[config.mk]
export PLATFORM = sky130hd
export DESIGN_NAME = z3_dma_sequencer_flat
export DESIGN_NICKNAME = d
export VERILOG_FILES = /design/src/rtl/z3_dma_sequencer_if.sv /design/src/rtl/z3_dma_sequencer.sv /design/src/flat_wrapper.sv
export SDC_FILE = /design/constraint.sdc
export NUM_CORES = 1
export LEC_CHECK = 0
export ABC_CLOCK_PERIOD_IN_PS = 6830
export BUFFER_PORTS_ARGS = -buffer_cell sky130_fd_sc_hd__buf_2
export CAP_MARGIN = 5
export CORE_MARGIN = 1
export CORE_UTILIZATION = 42
export DETAILED_ROUTE_END_ITERATION = 10
export SYNTH_ARGS = -nofsm -noshare
export SYNTH_HDL_FRONTEND = slang
export SYNTH_SLANG_ARGS = --single-unit
[constraint.sdc]
create_clock -name CLK -period 6.83 [get_ports CLK]
set_clock_uncertainty 0.2 [all_clocks]
set_input_delay 0.3415 -clock CLK [delete_from_list [all_inputs] [get_ports CLK]]
set_output_delay 0.3415 -clock CLK [all_outputs]
set_load 0.01 [all_outputs]
[src/rtl/z3_dma_sequencer_if.sv]
// z3_dma_sequencer_if: bundles the SCSI-side local cycle, the Zorro III
// handshake inputs and the sequencer's registered bus outputs.
// The master modport is the sequencer; the slave modport is whatever
// drives the local cycle and the Zorro responses (chip, bus, bench).
//
// Handshake: a local cycle is requested while BMASTER=1 and SCSI_AS_n=0;
// SIZ, A and READ must be stable at that edge. The cycle is acknowledged
// by a single-CLK SCSI_STERM_n low (good) or a single-CLK DMA_BERR high
// (aborted); SCSI_AS_n must then return high before another cycle starts.
interface z3_dma_sequencer_if;
  logic       BMASTER;
  logic       SCSI_AS_n;
  logic       READ;
  logic [1:0] SIZ;
  logic [1:0] A;
  logic       ZORRO_FCS_n;
  logic       ZORRO_DTACK_n;
  logic       BERR_n;

  logic       DMA_FCS_n;
  logic [3:0] DMA_DS_n;
  logic       DMA_DOE;
  logic       SCSI_STERM_n;
  logic       BFCS_out;
  logic       DMA_BERR;
  logic       DMA_BUSY;
  logic [2:0] dbg_state;

  modport master (
    input  BMASTER, SCSI_AS_n, READ, SIZ, A, ZORRO_FCS_n, ZORRO_DTACK_n, BERR_n,
    output DMA_FCS_n, DMA_DS_n, DMA_DOE, SCSI_STERM_n, BFCS_out, DMA_BERR,
           DMA_BUSY, dbg_state
  );

  modport slave (
    output BMASTER, SCSI_AS_n, READ, SIZ, A, ZORRO_FCS_n, ZORRO_DTACK_n, BERR_n,
    input  DMA_FCS_n, DMA_DS_n, DMA_DOE, SCSI_STERM_n, BFCS_out, DMA_BERR,
           DMA_BUSY, dbg_state
  );
endinterface

[src/rtl/z3_dma_sequencer.sv]
// z3_dma_sequencer: turns one NCR SCSI local DMA cycle into one Zorro III
// bus-master cycle (FCS_n, DS_n lanes, DOE), waits for DTACK_n / BERR_n and
// returns SCSI_STERM_n. All outputs are registered.
// Optional feature macro: DMA_TIMEOUT_EN -- when defined, a cycle stuck in
// DATA/WAIT for TIMEOUT_CYCLES clocks is aborted exactly like a bus error.
// The FSM state is exported on bus.dbg_state for checkers.
module z3_dma_sequencer #(
  parameter int FCS_SETUP      = 1,   // 1..7 clocks of FCS_n before DS_n
  parameter int TIMEOUT_CYCLES = 64,  // used only with DMA_TIMEOUT_EN
  parameter int SYNC_STAGES    = 2    // synchroniser depth on DTACK_n/BERR_n
) (
  input logic                CLK,
  input logic                RESET,
  z3_dma_sequencer_if.master bus
);

  typedef enum logic [2:0] {
    S_IDLE    = 3'd0,
    S_ADDR    = 3'd1,
    S_DATA    = 3'd2,
    S_WAIT    = 3'd3,
    S_TERM    = 3'd4,
    S_RECOVER = 3'd5,
    S_ERR     = 3'd6
  } state_t;

  localparam logic [2:0] SETUP_LAST = 3'(FCS_SETUP - 1);

  state_t     state_q;
  logic [2:0] setup_cnt_q;
  logic [1:0] siz_q;
  logic [1:0] a_q;
  logic       read_q;

  logic       fcs_q;
  logic [3:0] ds_q;
  logic       doe_q;
  logic       sterm_q;
  logic       berr_q;
  logic       busy_q;
  logic       bfcs_q;

  logic [SYNC_STAGES-1:0] dtack_sync_q;
  logic [SYNC_STAGES-1:0] berr_sync_q;
  logic                   dtack_s;
  logic                   berr_s;
  logic                   tmo_hit;
  logic                   in_transfer;

  // Active-low lane strobes for a 68030-style transfer of SIZ bytes at
  // offset A; lanes past byte 3 are dropped (the chip resizes the rest).
  function automatic logic [3:0] lane_mask(input logic [1:0] siz,
                                           input logic [1:0] a);
    logic [2:0] n;
    logic [3:0] m;
    n = (siz == 2'b00) ? 3'd4 : {1'b0, siz};
    m = 4'hF;
    for (int i = 0; i < 4; i++) begin
      if ((i >= int'(a)) && (i < int'(a) + int'(n))) m[3-i] = 1'b0;
    end
    return m;
  endfunction

  // Synchronise the asynchronous Zorro DTACK_n and BERR_n; idle high.
  always_ff @(posedge CLK or posedge RESET) begin
    if (RESET) begin
      dtack_sync_q <= '1;
      berr_sync_q  <= '1;
    end else begin
      dtack_sync_q[0] <= bus.ZORRO_DTACK_n;
      berr_sync_q[0]  <= bus.BERR_n;
      for (int i = 1; i < SYNC_STAGES; i++) begin
        dtack_sync_q[i] <= dtack_sync_q[i-1];
        berr_sync_q[i]  <= berr_sync_q[i-1];
      end
    end
  end

  assign dtack_s     = dtack_sync_q[SYNC_STAGES-1];
  assign berr_s      = berr_sync_q[SYNC_STAGES-1];
  assign in_transfer = (state_q == S_DATA) || (state_q == S_WAIT);

`ifdef DMA_TIMEOUT_EN
  localparam int TW = $clog2(TIMEOUT_CYCLES) + 1;
  logic [TW-1:0] tmo_cnt_q;

  // Count clocks spent in DATA/WAIT; zero whenever outside, so it is
  // already clear on entry to DATA.
  always_ff @(posedge CLK or posedge RESET) begin
    if (RESET) begin
      tmo_cnt_q <= '0;
    end else if (in_transfer) begin
      tmo_cnt_q <= tmo_cnt_q + 1'b1;
    end else begin
      tmo_cnt_q <= '0;
    end
  end

  assign tmo_hit = in_transfer && (tmo_cnt_q == TW'(TIMEOUT_CYCLES - 1));
`else
  // Without the timeout a cycle waits for DTACK, BERR or BMASTER loss.
  assign tmo_hit = 1'b0;
`endif

  // Cycle sequencer: state plus every registered strobe and status output.
  always_ff @(posedge CLK or posedge RESET) begin
    if (RESET) begin
      state_q     <= S_IDLE;
      setup_cnt_q <= 3'd0;
      siz_q       <= 2'b00;
      a_q         <= 2'b00;
      read_q      <= 1'b1;
      fcs_q       <= 1'b1;
      ds_q        <= 4'hF;
      doe_q       <= 1'b0;
      sterm_q     <= 1'b1;
      berr_q      <= 1'b0;
      busy_q      <= 1'b0;
    end else begin
      // STERM_n and DMA_BERR are single-clock pulses unless re-asserted.
      sterm_q <= 1'b1;
      berr_q  <= 1'b0;
      if ((state_q != S_IDLE) && !bus.BMASTER) begin
        // Lost the bus: abandon silently, no STERM and no bus error.
        state_q <= S_IDLE;
        busy_q  <= 1'b0;
        fcs_q   <= 1'b1;
        ds_q    <= 4'hF;
        doe_q   <= 1'b0;
      end else begin
        case (state_q)
          S_IDLE: begin
            if (bus.BMASTER && !bus.SCSI_AS_n) begin
              siz_q       <= bus.SIZ;
              a_q         <= bus.A;
              read_q      <= bus.READ;
              setup_cnt_q <= 3'd0;
              fcs_q       <= 1'b0;
              busy_q      <= 1'b1;
              state_q     <= S_ADDR;
            end
          end
          S_ADDR: begin
            if (setup_cnt_q == SETUP_LAST) begin
              ds_q    <= lane_mask(siz_q, a_q);
              doe_q   <= !read_q;
              state_q <= S_DATA;
            end else begin
              setup_cnt_q <= setup_cnt_q + 3'd1;
            end
          end
          S_DATA, S_WAIT: begin
            if (!berr_s || tmo_hit) begin
              // Bus error beats DTACK arriving on the same clock.
              fcs_q   <= 1'b1;
              ds_q    <= 4'hF;
              doe_q   <= 1'b0;
              berr_q  <= 1'b1;
              state_q <= S_ERR;
            end else if (!dtack_s) begin
              sterm_q <= 1'b0;
              state_q <= S_TERM;
            end else begin
              state_q <= S_WAIT;
            end
          end
          S_TERM: begin
            fcs_q   <= 1'b1;
            ds_q    <= 4'hF;
            doe_q   <= 1'b0;
            state_q <= S_RECOVER;
          end
          S_RECOVER: begin
            // Target must release DTACK and the chip must end its cycle.
            if (dtack_s && bus.SCSI_AS_n) begin
              busy_q  <= 1'b0;
              state_q <= S_IDLE;
            end
          end
          S_ERR: begin
            if (bus.SCSI_AS_n) begin
              busy_q  <= 1'b0;
              state_q <= S_IDLE;
            end
          end
          default: begin
            fcs_q   <= 1'b1;
            ds_q    <= 4'hF;
            doe_q   <= 1'b0;
            busy_q  <= 1'b0;
            state_q <= S_IDLE;
          end
        endcase
      end
    end
  end

  // Buffered FCS for slave decode: our own FCS while master, else the bus.
  always_ff @(posedge CLK or posedge RESET) begin
    if (RESET) begin
      bfcs_q <= 1'b1;
    end else begin
      bfcs_q <= bus.BMASTER ? fcs_q : bus.ZORRO_FCS_n;
    end
  end

  assign bus.DMA_FCS_n    = fcs_q;
  assign bus.DMA_DS_n     = ds_q;
  assign bus.DMA_DOE      = doe_q;
  assign bus.SCSI_STERM_n = sterm_q;
  assign bus.BFCS_out     = bfcs_q;
  assign bus.DMA_BERR     = berr_q;
  assign bus.DMA_BUSY     = busy_q;
  assign bus.dbg_state    = state_q;

endmodule

[src/flat_wrapper.sv]
// flat-port wrapper written by rule: the top's interface ports become plain ports
module z3_dma_sequencer_flat 
#(
  parameter int FCS_SETUP      = 1,                                      
  parameter int TIMEOUT_CYCLES = 64,                                  
  parameter int SYNC_STAGES    = 2                                           
)
  (CLK, RESET, bus_BMASTER, bus_SCSI_AS_n, bus_READ, bus_SIZ, bus_A, bus_ZORRO_FCS_n, bus_ZORRO_DTACK_n, bus_BERR_n, bus_DMA_FCS_n, bus_DMA_DS_n, bus_DMA_DOE, bus_SCSI_STERM_n, bus_BFCS_out, bus_DMA_BERR, bus_DMA_BUSY, bus_dbg_state);
  z3_dma_sequencer_if bus_i ();
  input logic CLK;
  input logic RESET;
  input wire logic [$bits(bus_i.BMASTER)-1:0] bus_BMASTER;
  input wire logic [$bits(bus_i.SCSI_AS_n)-1:0] bus_SCSI_AS_n;
  input wire logic [$bits(bus_i.READ)-1:0] bus_READ;
  input wire logic [$bits(bus_i.SIZ)-1:0] bus_SIZ;
  input wire logic [$bits(bus_i.A)-1:0] bus_A;
  input wire logic [$bits(bus_i.ZORRO_FCS_n)-1:0] bus_ZORRO_FCS_n;
  input wire logic [$bits(bus_i.ZORRO_DTACK_n)-1:0] bus_ZORRO_DTACK_n;
  input wire logic [$bits(bus_i.BERR_n)-1:0] bus_BERR_n;
  output wire logic [$bits(bus_i.DMA_FCS_n)-1:0] bus_DMA_FCS_n;
  output wire logic [$bits(bus_i.DMA_DS_n)-1:0] bus_DMA_DS_n;
  output wire logic [$bits(bus_i.DMA_DOE)-1:0] bus_DMA_DOE;
  output wire logic [$bits(bus_i.SCSI_STERM_n)-1:0] bus_SCSI_STERM_n;
  output wire logic [$bits(bus_i.BFCS_out)-1:0] bus_BFCS_out;
  output wire logic [$bits(bus_i.DMA_BERR)-1:0] bus_DMA_BERR;
  output wire logic [$bits(bus_i.DMA_BUSY)-1:0] bus_DMA_BUSY;
  output wire logic [$bits(bus_i.dbg_state)-1:0] bus_dbg_state;
  assign bus_i.BMASTER = bus_BMASTER;
  assign bus_i.SCSI_AS_n = bus_SCSI_AS_n;
  assign bus_i.READ = bus_READ;
  assign bus_i.SIZ = bus_SIZ;
  assign bus_i.A = bus_A;
  assign bus_i.ZORRO_FCS_n = bus_ZORRO_FCS_n;
  assign bus_i.ZORRO_DTACK_n = bus_ZORRO_DTACK_n;
  assign bus_i.BERR_n = bus_BERR_n;
  assign bus_DMA_FCS_n = bus_i.DMA_FCS_n;
  assign bus_DMA_DS_n = bus_i.DMA_DS_n;
  assign bus_DMA_DOE = bus_i.DMA_DOE;
  assign bus_SCSI_STERM_n = bus_i.SCSI_STERM_n;
  assign bus_BFCS_out = bus_i.BFCS_out;
  assign bus_DMA_BERR = bus_i.DMA_BERR;
  assign bus_DMA_BUSY = bus_i.DMA_BUSY;
  assign bus_dbg_state = bus_i.dbg_state;
  z3_dma_sequencer #(.FCS_SETUP(FCS_SETUP), .TIMEOUT_CYCLES(TIMEOUT_CYCLES), .SYNC_STAGES(SYNC_STAGES)) u_core (.CLK(CLK), .RESET(RESET), .bus(bus_i));
endmodule
==> qor.txt, run 1 <==
Least-Margin Pin Slew -> 0.936 ns
Lkg Pwr -> 0.658 nW
DP Wirelength -> 1.82 mm
RSZ-0062 raised after global routing -> no
Final Max Tran Viols -> 0
Setup crit end -> u_core.bus.DMA_DS_n[3]$_DFFE_PP1P_
Post-Synthesis Cell Area -> 1320 um^2
sequential fraction of the synthesis area -> 0.485
first-pass GRT wire length -> 4.61 mm
Syn Inst Count -> 125
Relative slew margins -> 0.375
Die Y-Extent -> 58.1 um
Tmin final -> 2.46 ns
Reg-to-Reg Start -> u_core.siz_q[0]$_DFFE_PP0P_
Crit. End Element -> register
Post-CTS Setup Repair Bufs -> 0
most common cell after layout, fill and taps aside -> buf_2
initial antenna violation count -> 0
VDD IR max -> 0.000227 V
Post-Synth XOR/XNOR Area -> 0
# IOs -> 25
setup TNS -> 0 ns
Synth cell types -> 33
Iter 0 DRT Violations -> 31
main combinational cell family by area after synthesis -> simple AND/OR/NAND/NOR gates
pin count of the biggest net entering global routing -> 26
Rows -> 19
area occupied by multi-input gates -> 626 um^2
via count of the first global-routing pass -> 1069
synth warn -> 0
top-area cell type share of the netlist area -> 0.246
H-Tree Depth -> 1
gp weighted congestion -> 0.752
cell area after layout -> 1520 um^2
syn avg cell area -> 10.6 um^2
global route total overflow -> 0
Worst Setup SP -> u_core.siz_q[0]$_DFFE_PP0P_
Power Dens Cells -> 428 nW/um^2
critical path data required time -> 6.88 ns
main area contributors after synthesis -> dfrtp_1 (25%), dfstp_2 (24%), mux2_4 (5.7%)
register bit count reported by yosys -> 25
Main synth FF type -> dfrtp_1
Vias -> 984
crit-path max FO -> 4
hold buffer count at cts -> 2
core region area -> 2880 um^2
multiplexer area fraction after synthesis -> 0.116
RR Endpoint -> u_core.bus.DMA_DS_n[3]$_DFFE_PP1P_
Die Span X -> 58.1 um
Synth Area in Adders -> 0.0530
Worst R2R Setup Slack -> 4.37 ns
cts repair resizes -> 0
layout cells sized above 1 -> 0.380
Synth area leader -> dfrtp_1
MaxCap Viol Count -> 0
cts bufs inserted -> 3
worst hold path type -> in -> async
All-Layer GR Usage -> 0.175
clk_lat worst skew -> 0.31 ns
asr flop ratio synth -> 1.00
Hold Vio Cnt, Final -> 0
commonest non-fill, non-tap cells in the layout -> buf_2 (24), nand2_1 (14), dfrtp_1 (13)
nets@finish -> 168
Placement Setup Slack -> 4.39 ns
Initial DRT Pass Iterations -> 4
crit path kind -> reg -> reg
dpl cell area -> 1470 um^2
diode count -> 0
Seq. cell area -> 641 um^2
buffers added on ports -> 24
Simple-Gate Fraction of Synth Area -> 0.168
wire length per cell -> 13.1 um
drt via density -> 5.13
EDFF count, synth -> 0
Routed Wire Length -> 2.52 mm
clk root buf -> clkbuf_4
Layout Area Growth over Synthesis -> 15.0%
final setup violation count -> 0
DRC viols -> 0
CTS Sinks -> 25
fmax -> 0.407 GHz
CTS tree -> yes
Setup crit start kind -> register
Post-Syn Nets -> 142
status -> finished, final reports clean
Final ANT Viol Nets -> 0
Max clock buf depth -> 2
final worst-path cycle share -> 0.360
Initial Util -> 0.459
die area -> 3370 um^2
# fillers -> 263
Synth Area in Compound Gates -> 0.137
Worst Reg-to-Reg Cells -> 7
CP arrival -> 2.51 ns
setup ws final -> 4.37 ns
Clock transition at path regs -> 0.14 ns
## kinds of logic (layout without fill, tap and decap cells)
group	after synthesis	count (layout)
AO/OA/AOI/OAI	26	26
adder cells (fa/ha/maj)	5	5
buffers and inverters	14	39
flip-flops	25	25
multiplexers	12	12
AND/OR/NAND/NOR	43	43
## power by group
| group | switching (mW) | internal (mW) |
|---|---|---|
| clock | 0.0429 | 0.0228 |
| sequential | 0.0603 | 0.210 |
| combinational | 0.158 | 0.156 |
## Yosys cell counts (2+ instances only)
cell,number
nand3b_1,3
o22ai_1,3
o21ai_0,8
ha_1,4
a21oi_1,9
dfstp_2,12
clkbuf_1,3
mux2_4,5
buf_2,2
nor2_1,6
nor3_1,4
nor2b_1,3
nand4_1,2
nand2_1,14
nand3_1,4
inv_1,9
dfrtp_1,13
mux2_2,6
## registers in the layout (all words and copies together) (netlist names), 2 cells and up
register / count
u_core.siz_q: 2
u_core.dtack_sync_q: 2
u_core.berr_sync_q: 2
u_core.a_q: 2
u_core.setup_cnt_q: 3
u_core.bus.dbg_state: 3
u_core.bus.DMA_DS_n: 4
## critical path: stages (launching register included)
cell and delay (ns):
dfrtp_1 0.44, ha_1 0.22, fa_1 0.37, nor3b_1 0.15, a21oi_1 0.29, nor3_1 0.07, or4_1 0.40, mux2_4 0.26
## layer usage
layer	routed length, um	global-route usage	vias up
li1	-	-	481
met1	1120	0.220	483
met2	1310	0.310	18
met3	71	0.0223	2
met4	19	0.0578	0
met5	0	0	-
## metrics by stage
stage	utilization	std cells	hold WS, ns	total power [mW]
2_1_floorplan	-	125	0.145	0.508
6_report	0.528	192	0.0141	0.649
4_1_cts	0.528	192	0.0318	0.656
3_3_place_gp	0.512	186	0.146	0.574
5_1_grt	0.528	192	0.0336	0.708
3_5_place_dp	0.512	186	0.147	0.587
## worst min path at each step
stage | startpoint | endpoint | depth (start not counted)
finish | RESET | u_core.a_q[1]$_DFFE_PP0P_ | 2
global route | bus_SIZ[1] | u_core.siz_q[1]$_DFFE_PP0P_ | 2
CTS | RESET | u_core.a_q[1]$_DFFE_PP0P_ | 2
global placement | u_core.dtack_sync_q[0]$_DFF_PP1_ | u_core.dtack_sync_q[1]$_DFF_PP1_ | 0
detailed placement | u_core.dtack_sync_q[0]$_DFF_PP1_ | u_core.dtack_sync_q[1]$_DFF_PP1_ | 0
floorplan | u_core.berr_sync_q[0]$_DFF_PP1_ | u_core.berr_sync_q[1]$_DFF_PP1_ | 0
## final cells by class
type,instances,share of cell area
Inverter,9,0.0222
Timing Repair Buffer,26,0.0923
Tap cell,42,0.0346
Sequential cell,25,0.422
Clock buffer,4,0.0173
Multi-Input combinational cell,86,0.412
Power figures use the tool's default switching activity.
==> inputs of run 2 (changes only) <==
ABC_AREA = 1   (was default)
ABC_CLOCK_PERIOD_IN_PS = 2400   (was 6830)
clock period = 2.4 ns   (was 6.83 ns; I/O delays follow)
==> run 2 against run 1 <==
The run now ends with DRC left. Sequential power rose to 2.6 times the previous value. Flip-flop and latch count unchanged. Highest routed layer unchanged. Critical endpoint is now u_core.bus.BFCS_out$_DFF_PP1_. Setup slack worse by 4.1 ns. Cell count up 26%. Clock-buffer cell count unchanged. Combinational power rose to 2.8 times the previous value. Cell area up 10%. Core utilization up 5.8 points. Non-clock buffer count up 16. Die area down 0.38%. Largest cell class unchanged. Clock power rose to 2.9 times the previous value. Global-route usage up 1.9 points.
==> qor.txt, run 2 <==
clock power share -> 0.107
register bit count reported by yosys -> 25
gp weighted congestion -> 0.862
# fillers -> 285
Main synth FF type -> dfrtp_1
CTS tree -> yes
Gate power share -> 0.494
RSZ-0062 raised after global routing -> no
cell area after layout -> 1670 um^2
nets@finish -> 228
Hold Vio Cnt, Final -> 0
placed insts -> 220
Die Y-Extent -> 58.0 um
CP arrival -> 2.18 ns
layout cells sized above 1 -> 0.262
CTS Sinks -> 25
Synth cell types -> 24
status -> complete, but fails checks
drt via density -> 4.93
asr flop ratio synth -> 1.00
Critical Path Most Common Cell -> dlygate4sd3_1
dpl cell area -> 1480 um^2
setup ws final -> 0.289 ns
final core occ -> 0.586
clk_lat worst skew -> 0.31 ns
Setup crit start kind -> input pin
DP Wirelength -> 2.11 mm
commonest non-fill, non-tap cells in the layout -> nand2_1 (58), buf_2 (24), dlygate4sd3_1 (17)
HP Start -> u_core.berr_sync_q[0]$_DFF_PP1_
VDD IR max -> 0.000601 V
Synth Area in Compound Gates -> 0.0599
slowest stage delay, CP -> 0.56 ns
Cell Chain, Critical Path -> dlygate4sd3_1 > buf_2 > inv_2 > nand2_1 > dlygate4sd3_1 > nand2_1 > dlygate4sd3_1
Synth area leader -> dfrtp_1
via count of the first global-routing pass -> 1151
fmax -> 0.474 GHz
core region area -> 2850 um^2
Design Power -> 1.78 mW
Iter 0 DRT Violations -> 34
initial antenna violation count -> 0
Reg-to-Reg Start -> u_core.bus.dbg_state[0]$_DFFE_PP0P_
Placement Setup Slack -> 0.569 ns
failing checks -> DRC
Sequential Power Share -> 0.398
Max clock buf depth -> 2
buffers added on ports -> 24
global route total overflow -> 0
wire length per cell -> 12.1 um
Worst Setup SP -> bus_BMASTER
CP max-delay cell -> dlygate4sd3_1
final setup violation count -> 0
All-Layer GR Usage -> 0.194
crit path kind -> in -> reg
total net switching power -> 0.788 mW
most common cell after layout, fill and taps aside -> nand2_1
Relative slew margins -> 0.443
synth warn -> 0
syn avg cell area -> 7.93 um^2
Initial Util -> 0.461
worst hold path type -> reg -> reg
hold slack -> 0.166 ns
EDFF count, synth -> 0
final worst-path cycle share -> 0.880
cts bufs inserted -> 3
Post-Syn Nets -> 183
Final ANT Viol Nets -> 0
Initial DRT Pass Iterations -> 7
# IOs -> 25
Syn Inst Count -> 166
cts repair resizes -> 0
Tmin final -> 2.11 ns
met2 routed WL -> 1.34 mm
Crit. End Element -> register
Final Max Tran Viols -> 0
Synth Area in Adders -> 0.0532
H-Tree Depth -> 1
main area contributors after synthesis -> dfrtp_1 (25%), dfstp_2 (24%), nand2_1 (17%)
crit-path max FO -> 7
setup TNS -> 0 ns
multiplexer area fraction after synthesis -> 0
pin count of the biggest net entering global routing -> 23
diode count -> 0
MaxCap Viol Count -> 0
Rows -> 19
sequential fraction of the synthesis area -> 0.487
Layout Area Growth over Synthesis -> 27.0%
switch share -> 0.443
met3 wire len -> 111 um
most instantiated cells after synthesis -> nand2_1 (58), nor2_1 (16), inv_1 (14)
Least-Margin Pin Slew -> 0.835 ns
Routed Wire Length -> 2.91 mm
Lkg Pwr -> 0.846 nW
most common cell in the netlist -> nand2_1
die area -> 3360 um^2
top-area cell type share of the netlist area -> 0.247
Power Dens Cells -> 1060 nW/um^2
Post-Synth XOR/XNOR Area -> 0.00665
critical path data required time -> 2.47 ns
Clock transition at path regs -> 0.14 ns
highest metal used -> met4
Largest register FFs -> 4
Post-Synthesis Cell Area -> 1320 um^2
internal power -> 0.991 mW
Die Span X -> 58.0 um
clk root buf -> clkbuf_4
first-pass GRT wire length -> 5.03 mm
main combinational cell family by area after synthesis -> simple AND/OR/NAND/NOR gates
WL met1 -> 1.43 mm
Simple-Gate Fraction of Synth Area -> 0.331
DRC viols -> 2
Post-Layout Cell Count -> 241
Vias -> 1188
run 2: per-layer routing:
| metal | track usage | vias to the layer above |
|---|---|---|
| met3 | 0.0246 | 4 |
| met1 | 0.274 | 543 |
| met5 | 0 | - |
| met4 | 0.0646 | 0 |
| met2 | 0.310 | 34 |
| li1 | - | 607 |
run 2: worst max-delay path: cells and delay by family:
family,cells,cell delay [ns]
simple gates,2,0.11
buf+inv,5,1.94
run 2: kinds of logic after synthesis:
group | Yosys count
xor+xnor | 1
simple gates | 98
fa+ha+maj | 5
flops | 25
compound gates | 15
buf+inv | 22
run 2: cell type report:
cell class | instances | area [um^2] | area share
sequential | 25 | 641 | 0.383
inverter | 20 | 75.1 | 0.0449
timing repair buffer | 42 | 298 | 0.178
tap | 31 | 38.8 | 0.0232
clock buffer | 4 | 26.3 | 0.0157
multi-input combinational | 119 | 593 | 0.355
run 2: worst paths after layout:
path / slack, ns / end / depth (start not counted)
max: 0.29 / u_core.bus.BFCS_out$_DFF_PP1_ / 7
min: 0.17 / u_core.berr_sync_q[1]$_DFF_PP1_ / 0
max reg2reg: 0.46 / u_core.read_q$_DFFE_PP1P_ / 6
min reg2reg: 0.17 / u_core.berr_sync_q[1]$_DFF_PP1_ / 0
max in group asynchronous: 1.04 / u_core.bus.DMA_DS_n[3]$_DFFE_PP1P_ / 4
min in group asynchronous: 0.30 / u_core.setup_cnt_q[2]$_DFFE_PP0P_ / 3
run 2: timing repair:
action                                  in CTS  in global routing
hold buffers                                17                  0
endpoints found under the hold margin       23                  0
setup buffers                                0                  0
endpoints found under the setup margin       0                  0
run 2: power groups by stage:
| stage | combinational, mW | clock (mW) | sequential, mW |
|---|---|---|---|
| floorplan | 0.590 | 0 | 0.733 |
| global placement | 0.828 | 0 | 0.708 |
| detailed placement | 0.846 | 0 | 0.714 |
| CTS | 0.878 | 0.198 | 0.710 |
| global route | 1.01 | 0.212 | 0.726 |
| finish | 0.879 | 0.191 | 0.709 |
==> inputs of run 3 (changes only) <==
ABC_CLOCK_PERIOD_IN_PS = default   (was 2400)
CORE_UTILIZATION = 35   (was 42)
==> run 3 against run 2 <==
The run now ends clean. Highest routed layer unchanged. Critical path depth shrank 1. Clock-buffer cell count is the same. Non-clock buffer count is 6 lower. Sequential power barely moved. Core utilization shrank 11 points. Largest cell class unchanged. Via count is 2.9% lower. Sequential share of layout area up 0.52 points. Worst hold slack got worse by 0.16 ns. Maximum frequency up 13%. Clock power increased by 32%. Largest power group unchanged. Register-to-register slack better by 0.07 ns.
==> qor.txt, run 3 (synthesis results as in run 2) <==
status -> finished, final reports clean
Reg-to-Reg Start -> u_core.bus.dbg_state[0]$_DFFE_PP0P_
diode count -> 0
initial antenna violation count -> 0
RSZ-0062 raised after global routing -> no
CP arrival -> 1.89 ns
Worst R2R Setup Slack -> 0.53 ns
final worst-path cycle share -> 0.780
Tmin final -> 1.87 ns
Hold Vio Cnt, Final -> 0
Initial Util -> 0.380
Placement Setup Slack -> 0.630 ns
clk root buf -> clkbuf_8
H-Tree Depth -> 1
Largest register FFs -> 4
Die Span X -> 63.3 um
drt via density -> 4.62
crit-path max FO -> 7
All-Layer GR Usage -> 0.159
WL met1 -> 1.40 mm
Hold Crit Depth -> 4
DP Wirelength -> 2.16 mm
setup ws final -> 0.529 ns
buffers added on ports -> 24
RR Endpoint -> u_core.read_q$_DFFE_PP1P_
VDD IR max -> 0.000416 V
clk_lat worst skew -> 0.27 ns
Gate power share -> 0.474
clock power share -> 0.138
setup TNS -> 0 ns
Vias -> 1154
Clock transition at path regs -> 0.09 ns
fmax -> 0.534 GHz
Lkg Pwr -> 0.837 nW
crit path kind -> reg -> reg
wire length per cell -> 11.5 um
Post-CTS Setup Repair Bufs -> 0
first-pass GRT wire length -> 5.01 mm
Crit. End Element -> register
Final ANT Viol Nets -> 0
worst hold path type -> in -> reg
Design Power -> 1.82 mW
Layout Area Growth over Synthesis -> 25.3%
# IOs -> 25
final setup violation count -> 0
Power Dens Cells -> 1100 nW/um^2
Routed Wire Length -> 2.88 mm
Worst Setup SP -> u_core.bus.dbg_state[0]$_DFFE_PP0P_
die area -> 4010 um^2
cts bufs inserted -> 3
Initial DRT Pass Iterations -> 4
most common cell after layout, fill and taps aside -> nand2_1
Setup crit end -> u_core.read_q$_DFFE_PP1P_
CTS Sinks -> 25
MaxCap Viol Count -> 0
nets@finish -> 222
Die Y-Extent -> 63.3 um
met2 routed WL -> 1.38 mm
core region area -> 3470 um^2
placed insts -> 235
Max clock buf depth -> 2
layout cells sized above 1 -> 0.270
Least-Margin Pin Slew -> 0.847 ns
Worst Reg-to-Reg Cells -> 6
CTS tree -> yes
Sequential Power Share -> 0.388
critical path data required time -> 2.42 ns
Iter 0 DRT Violations -> 48
Setup crit start kind -> register
internal power -> 1.04 mW
met3 wire len -> 64 um
commonest non-fill, non-tap cells in the layout -> nand2_1 (58), buf_2 (24), nor2_1 (16)
Rows -> 21
Relative slew margins -> 0.435
Final Max Tran Viols -> 0
Post-Layout Cell Count -> 250
highest metal used -> met4
total net switching power -> 0.785 mW
pin count of the biggest net entering global routing -> 23
via count of the first global-routing pass -> 1193
gp weighted congestion -> 0.871
global route total overflow -> 0
DRC viols -> 0
switch share -> 0.431
## run 3: changes by cell type in the layout (fill, tap and decap cells not counted), sizes merged
cell         change
dlygate4sd3      -6
## run 3: through the flow
| stage | hold slack [ns] | cell area [um^2] | utilization |
|---|---|---|---|
| final | 0.0105 | 1650 | 0.475 |
| after global routing | 0.0225 | 1650 | 0.475 |
| after CTS | 0.0132 | 1650 | 0.475 |
| after detailed placement | 0.0270 | 1490 | 0.431 |
| after global placement | 0.0264 | 1490 | 0.431 |
| after floorplan | -0.0755 | 1320 | - |
## run 3: layout make-up
class	instances	area, um^2
Clock buffer	4	45.0
Fill cell	366	1820
Inverter	20	75.1
Multi-Input combinational cell	119	593
Sequential cell	25	641
Tap cell	46	57.6
Timing Repair Buffer	36	238
## run 3: worst max-delay path, cell delays in order, from the launching register on
cell,delay (ns)
dfrtp_1,0.44
nor2_2,0.23
nand2_4,0.10
inv_2,0.13
nand3_1,0.08
dlygate4sd3_1,0.56
nand2_1,0.07
## run 3: routing by layer
layer	vias up	track usage
met2	15	0.270
met1	541	0.199
met5	-	0
met3	4	0.0272
met4	0	0.0653
li1	594	-
## run 3: worst min path at each step
stage                           start                          endpoint  slack (ns)
detailed placement         bus_BERR_n   u_core.berr_sync_q[0]$_DFF_PP1_        0.03
floorplan                  bus_BERR_n   u_core.berr_sync_q[0]$_DFF_PP1_       -0.08
finish                  bus_SCSI_AS_n         u_core.a_q[1]$_DFFE_PP0P_        0.01
CTS                     bus_SCSI_AS_n       u_core.siz_q[0]$_DFFE_PP0P_        0.01
global route            bus_SCSI_AS_n       u_core.siz_q[1]$_DFFE_PP0P_        0.02
global placement    bus_ZORRO_DTACK_n  u_core.dtack_sync_q[0]$_DFF_PP1_        0.03
## run 3: power groups by stage
stage	combinational [mW]	sequential, mW	clock (mW)
after global placement	0.828	0.708	0
after CTS	0.870	0.706	0.261
after global routing	0.998	0.728	0.277
after floorplan	0.590	0.733	0
final	0.863	0.706	0.252
after detailed placement	0.848	0.714	0
## run 3: repair_timing
action,4_1_cts,5_1_grt
hold buffers,11,0
endpoints found under the hold margin,21,0
gates resized for setup,0,0
